`src/rtl/clk_rst_seq_pkg.sv`:
```
// Shared state encoding and default sizing for the reset sequencer.
// Latency: n/a. Backpressure: n/a.
// Flow control: none (package only).
package clk_rst_seq_pkg;

    typedef enum logic [1:0] {
        WAIT_LOCK = 2'd0,
        STABLE    = 2'd1,
        RELEASE   = 2'd2,
        RUN       = 2'd3
    } seq_state_t;

    localparam int DEF_NUM_DOM     = 4;
    localparam int DEF_HOLD_CYCLES = 1024;
    localparam int DEF_STAGE_GAP   = 16;
    localparam int DEF_SYNC_STAGES = 2;

endpackage

```
`src/rtl/clk_rst_sync_bit.sv`:
```
// Single-bit multi-flop synchronizer for an asynchronous level input.
// Latency: SYNC_STAGES clk cycles. Backpressure: none.
// Flops clear to 0 so a lock is never seen as present coming out of reset.
module clk_rst_sync_bit #(
    parameter int SYNC_STAGES = 2
) (
    input  logic clk,
    input  logic rst_n,
    input  logic d,
    output logic q
);

    logic [SYNC_STAGES-1:0] sync_q;

    always_ff @(posedge clk or negedge rst_n) begin
        if (!rst_n) begin
            sync_q <= '0;
        end else begin
            sync_q[0] <= d;
            for (int i = 1; i < SYNC_STAGES; i++) begin
                sync_q[i] <= sync_q[i-1];
            end
        end
    end

    assign q = sync_q[SYNC_STAGES-1];

endmodule

```
`src/rtl/clk_rst_seq.sv`:
```
// Staged per-domain reset release once all clock locks are stable; aborts on lock loss or SW request.
// Latency: first release HOLD_CYCLES after all locks seen, then one domain per STAGE_GAP cycles.
// Backpressure: none; lock-loss counter saturates at 255.
module clk_rst_seq
    import clk_rst_seq_pkg::*;
#(
    parameter int NUM_DOM     = DEF_NUM_DOM,
    parameter int HOLD_CYCLES = DEF_HOLD_CYCLES,
    parameter int STAGE_GAP   = DEF_STAGE_GAP,
    parameter int SYNC_STAGES = DEF_SYNC_STAGES
) (
    input  logic               clk_csr,
    input  logic               rst_csr_n,
    input  logic [NUM_DOM-1:0] lock_in,
    input  logic               sw_rst_req,
    input  logic               lock_loss_clr,
    output logic [NUM_DOM-1:0] rst_n_out,
    output logic               seq_done,
    output logic [1:0]         seq_state,
    output logic [NUM_DOM-1:0] lock_sync,
    output logic [7:0]         lock_loss_cnt
);

    localparam int CNT_MAX = (HOLD_CYCLES > STAGE_GAP) ? HOLD_CYCLES : STAGE_GAP;
    localparam int CNT_W   = (CNT_MAX > 1) ? $clog2(CNT_MAX) : 1;
    localparam int IDX_W   = (NUM_DOM > 1) ? $clog2(NUM_DOM) : 1;

    localparam logic [CNT_W-1:0] HOLD_LOAD = CNT_W'(HOLD_CYCLES - 1);
    localparam logic [CNT_W-1:0] GAP_LOAD  = CNT_W'(STAGE_GAP - 1);
    localparam logic [IDX_W-1:0] IDX_LAST  = IDX_W'(NUM_DOM - 1);

    seq_state_t         state_q, state_d;
    logic [CNT_W-1:0]   cnt_q, cnt_d;
    logic [IDX_W-1:0]   idx_q, idx_d;
    logic [NUM_DOM-1:0] rst_q, rst_d;
    logic               done_q, done_d;
    logic               all_lock;
    logic               lock_lost;
    logic               abort;

    for (genvar g = 0; g < NUM_DOM; g++) begin : g_sync
        clk_rst_sync_bit #(
            .SYNC_STAGES(SYNC_STAGES)
        ) u_sync (
            .clk  (clk_csr),
            .rst_n(rst_csr_n),
            .d    (lock_in[g]),
            .q    (lock_sync[g])
        );
    end

    assign all_lock  = &lock_sync;
    // Missing locks are only a loss event once the sequence has started.
    assign lock_lost = (state_q != WAIT_LOCK) && !all_lock;
    assign abort     = lock_lost || sw_rst_req;

    always_comb begin
        state_d = state_q;
        cnt_d   = cnt_q;
        idx_d   = idx_q;
        rst_d   = rst_q;
        done_d  = done_q;
        if (abort) begin
            state_d = WAIT_LOCK;
            cnt_d   = '0;
            idx_d   = '0;
            rst_d   = '0;
            done_d  = 1'b0;
        end else begin
            case (state_q)
                WAIT_LOCK: begin
                    rst_d = '0;
                    if (all_lock) begin
                        state_d = STABLE;
                        cnt_d   = HOLD_LOAD;
                    end
                end
                STABLE: begin
                    if (cnt_q == '0) begin
                        state_d  = RELEASE;
                        rst_d[0] = 1'b1;
                        idx_d    = '0;
                        cnt_d    = GAP_LOAD;
                    end else begin
                        cnt_d = cnt_q - 1'b1;
                    end
                end
                RELEASE: begin
                    if (cnt_q != '0) begin
                        cnt_d = cnt_q - 1'b1;
                    end else if (idx_q == IDX_LAST) begin
                        state_d = RUN;
                        done_d  = 1'b1;
                    end else begin
                        idx_d        = idx_q + 1'b1;
                        rst_d[idx_d] = 1'b1;
                        cnt_d        = GAP_LOAD;
                    end
                end
                RUN: begin
                    done_d = 1'b1;
                end
                default: begin
                    state_d = WAIT_LOCK;
                    rst_d   = '0;
                    done_d  = 1'b0;
                end
            endcase
        end
    end

    always_ff @(posedge clk_csr or negedge rst_csr_n) begin
        if (!rst_csr_n) begin
            state_q <= WAIT_LOCK;
            cnt_q   <= '0;
            idx_q   <= '0;
            rst_q   <= '0;
            done_q  <= 1'b0;
        end else begin
            state_q <= state_d;
            cnt_q   <= cnt_d;
            idx_q   <= idx_d;
            rst_q   <= rst_d;
            done_q  <= done_d;
        end
    end

    // Clear beats a coincident increment; SW aborts never count.
    always_ff @(posedge clk_csr or negedge rst_csr_n) begin
        if (!rst_csr_n) begin
            lock_loss_cnt <= '0;
        end else if (lock_loss_clr) begin
            lock_loss_cnt <= '0;
        end else if (lock_lost && (lock_loss_cnt != 8'hFF)) begin
            lock_loss_cnt <= lock_loss_cnt + 8'd1;
        end
    end

    assign rst_n_out = rst_q;
    assign seq_done  = done_q;
    assign seq_state = state_q;

endmodule

```
`config.mk`:
```
export PLATFORM = sky130hd
export DESIGN_NAME = clk_rst_seq
export DESIGN_NICKNAME = d
export VERILOG_FILES = /design/src/rtl/clk_rst_seq_pkg.sv /design/src/rtl/clk_rst_sync_bit.sv /design/src/rtl/clk_rst_seq.sv
export SDC_FILE = /design/constraint.sdc
export NUM_CORES = 1
export LEC_CHECK = 0
export CAP_MARGIN = 5
export CELL_PAD_IN_SITES_DETAIL_PLACEMENT = 1
export CELL_PAD_IN_SITES_GLOBAL_PLACEMENT = 1
export CORE_AREA = 2 2 71 73
export CTS_CLUSTER_DIAMETER = 60
export DETAILED_ROUTE_END_ITERATION = 8
export DIE_AREA = 0 0 73 75
export PLACE_DENSITY_LB_ADDON = 0.1
export SYNTH_ARGS = -nofsm -noshare
export SYNTH_HDL_FRONTEND = slang
export SYNTH_HIERARCHICAL = 1
export SYNTH_SLANG_ARGS = --single-unit
export TNS_END_PERCENT = 10
```
`constraint.sdc`:
```
create_clock -name clk_csr -period 2.3 [get_ports clk_csr]
set_input_delay 0.23 -clock clk_csr [delete_from_list [all_inputs] [get_ports clk_csr]]
set_output_delay 0.23 -clock clk_csr [all_outputs]
set_load 0.1 [all_outputs]
```
==> qor.yml <==
status:
  status: "finished clean"
clocking:
  cts_max_path_buffers: 2
  clk_latency_ns: 0.28
  htreeDepth: 2
  cts_sinks: 35
  numCtsBuffers: 5
  clk_pin_slew_ns: 0.08
  cts_hold_buf: 0
  cts_tree: "done"
  cts-root-buf: "clkbuf_8"
route:
  via_count: 1522
  drtAntennaViolNets: 0
  first_pass_iters: 4
  wl_per_cell_um: 16.61
  drcViolationCount: 0
  routed_wl_um: 4650
  drtIter0Drc: 66
  viasPerCell: 5.436
hold_path:
  hold_path_class: "primary input to asynchronous set/reset pin"
yosys:
  netlist_top_cells_count: "dfrtp_1, nor2_1, nand2_1, o21ai_0, ha_1"
  syn_nets: 208
  netlist_area_mm2: 0.001918
  synth-edff-count: 0
  yosys_most_used_dff: "dfrtp_1"
  synth_fa_ha_area_share_pct: 7.175
  yosys.area_share.simple_pct: 20.94
  synth_top_area_cell: "dfrtp_1"
  async_reset_ff_share_pct: 100.0
  synth_warnings: 6
  synth.most_common_cell: "dfrtp_1"
  ys_seq_elements: 35
  muxShareOfSynthArea_pct: 3.262
  syn_inst: 189
  synth_xor_area_share_pct: 4.110
  synthTopCellsByArea: "dfrtp_1, ha_1, nor2_1"
  post_synth.cell_area_avg_um2: 10.15
  synth_compound_area_share_pct: 16.11
  synth_top_family_by_area: "simple AND/OR/NAND/NOR gates"
  yosysSeqAreaShare_pct: 45.66
  yosysUniqueCellTypes: 49
  synth_top_area_share_pct: 45.66
power_and_ir_drop:
  switching_share_pct: 30.86
  ir_worst_vdd_v: 0.0004691
  switching_power_mw: 0.4281
  seqPwrFrac_pct: 50.5
  powerDensity_mw_per_mm2: 594.8
  p_leak_nw: 1.031
  p_comb_share_pct: 18.0
  p_clk_share_pct: 31.5
  p_int_mw: 0.9591
worst_setup_path:
  critPathCaptureType: "flop"
  worstPathRequired_ns: 2.47
  crit_type: "flop to flop"
  setup.worst_path.start_class: "flop"
  cp_max_fo: 6
  arrival_ns: 2.29
placement:
  io_buffers: 26
  place_area_mm2: 0.002243
  place_congestion: 0.7542
  dp_hpwl_um: 3495
timing:
  slew_violations: 0
  hold_viol: 0
  rsz0062_at_grt: "false"
  period_share_pct: 91.87
  worst_pin_slew_ns: 0.5491
  relSlewSlack_pct: 63.26
  min_period_ns: 2.113
  fmax_mhz: 473.3
  setup_tns_ns: 0
  fin_skew_ns: 0.005890
  setup_viol: 0
grt:
  grt_pass1_wl_um: 7783
  track_usage_pct: 18.67
  first_global_vias: 1563
  grt_overflow: 0
  antenna_found_initial: 0
  grt_max_degree: 36
finish:
  syn_to_final_growth_pct: 21.59
  fill_cells: 530
  final_net_count: 244
  final_util_pct: 50.04
  design_area_mm2: 0.002332
  antenna_cells: 0
  drive_above_1_share_pct: 22.57
floorplanning:
  die_w_um: 73
  initial_utilization_pct: 41.15
  ios: 27
  dieArea_mm2: 0.005475
  core-area_mm2: 0.004661
  core.rowCount: 25
  fp.dieH_um: 75
run:
  maxCapViolations: 0
==> worst max-delay path, cell delays in order (launching register included) <==
cell and delay (ns):
dfrtp_4 0.44, inv_1 0.07, ha_1 0.25, or4_1 0.58, mux2i_4 0.26, nor2_1 0.14, a32o_1 0.26
==> layout by cell type (no fill, tap or decap), types with 2 or more instances in the layout <==
master	instances
dfrtp_1	33
buf_4	27
nor2_1	21
nand2_1	15
o21ai_0	12
ha_1	11
inv_1	8
a21oi_1	8
clkdlybuf4s50_1	7
nand3_1	6
xor2_1	5
clkbuf_8	5
nand4_1	4
a22o_1	4
mux2i_1	4
xnor2_1	4
o31ai_1	4
and2_1	3
a41oi_1	2
nor4_4	2
and3_1	2
nor2b_1	2
or2_2	2
nor3b_1	2
or3_1	2
o21a_1	2
dfrtp_4	2
==> final timing paths <==
kind | startpoint | to | slack, ns | depth (start not counted)
worst max-delay path | seq_state[0]$_DFFE_PN0P_ | cnt_q[0]$_DFFE_PN0P_ | 0.19 | 6
worst min-delay path | rst_csr_n | idx_q[1]$_DFFE_PN0P_ | 0.36 | 2
worst max register to register | seq_state[0]$_DFFE_PN0P_ | cnt_q[0]$_DFFE_PN0P_ | 0.19 | 6
worst min register to register | g_sync[1].u_sync/sync_q[0]$_DFF_PN0_ | g_sync[1].u_sync/sync_q[1]$_DFF_PN0_ | 0.36 | 0
max in group asynchronous | rst_csr_n | seq_state[1]$_DFFE_PN0P_ | 1.58 | 2
min in group clk_csr | g_sync[1].u_sync/sync_q[0]$_DFF_PN0_ | g_sync[1].u_sync/sync_q[1]$_DFF_PN0_ | 0.36 | 0
==> sequential cells by signal (all words and copies together), names as in the netlist <==
register and flops:
cnt_q 10, lock_loss_cnt 8, idx_q 2, g_sync.u_sync/sync_q 8, seq_done 1, seq_state 2
rst_n_out 4
==> power by group through the flow <==
stage	Clock, mW	Sequential (mW)	Combinational, mW
6_report	0.437	0.701	0.249
5_1_grt	0.480	0.706	0.273
4_1_cts	0.453	0.700	0.252
3_5_place_dp	0	0.712	0.250
3_3_place_gp	0	0.709	0.242
2_1_floorplan	0	0.739	0.135
==> final cells by class <==
type	count	area (um^2)	area share, %
multi-input cells	141	993.5	42.60
flip-flops and latches	35	883.3	37.88
repair buffers	34	272.8	11.70
clock buffers	6	72.57	3.112
well taps	54	67.56	2.897
inverters	8	30.03	1.288
clock inverters	2	12.51	0.5365
==> what timing repair did <==
item | in CTS | in global routing
setup buffers | 0 | 0
gates resized for setup | 0 | 2
endpoints found under the setup margin | 0 | 7
==> cells by family after synthesis <==
logic type                 count (synthesis)
and+or+nand+nor                           71
AOI/OAI and AO/OA                         45
muxes                                      5
buffers and inverters                     13
DFF                                       35
xor gates and xnor gates                   9
adders and majority gates                 11
==> stage by stage <==
stage                     power (mW)  hold WS [ns]  setup slack, ns  std cells
after floorplan               0.8735      -0.06559         -0.02541        189
after global placement        0.9514        0.3316           0.1929        272
after detailed placement      0.9626        0.3364           0.1117        272
after CTS                      1.405        0.3526          0.09025        280
after global routing           1.458        0.3644          0.06067        280
final                          1.387        0.3556           0.1871        280
==> routing by layer <==
metal	GRT usage [%]	vias to the layer above	share of wire (%)
li1	-	741	-
met1	22.71	754	46
met2	32.83	25	50
met3	4.552	2	3.5
met4	5.556	0	0.62
met5	0	-	0
No activity file was read; power rests on OpenSTA's default activity.
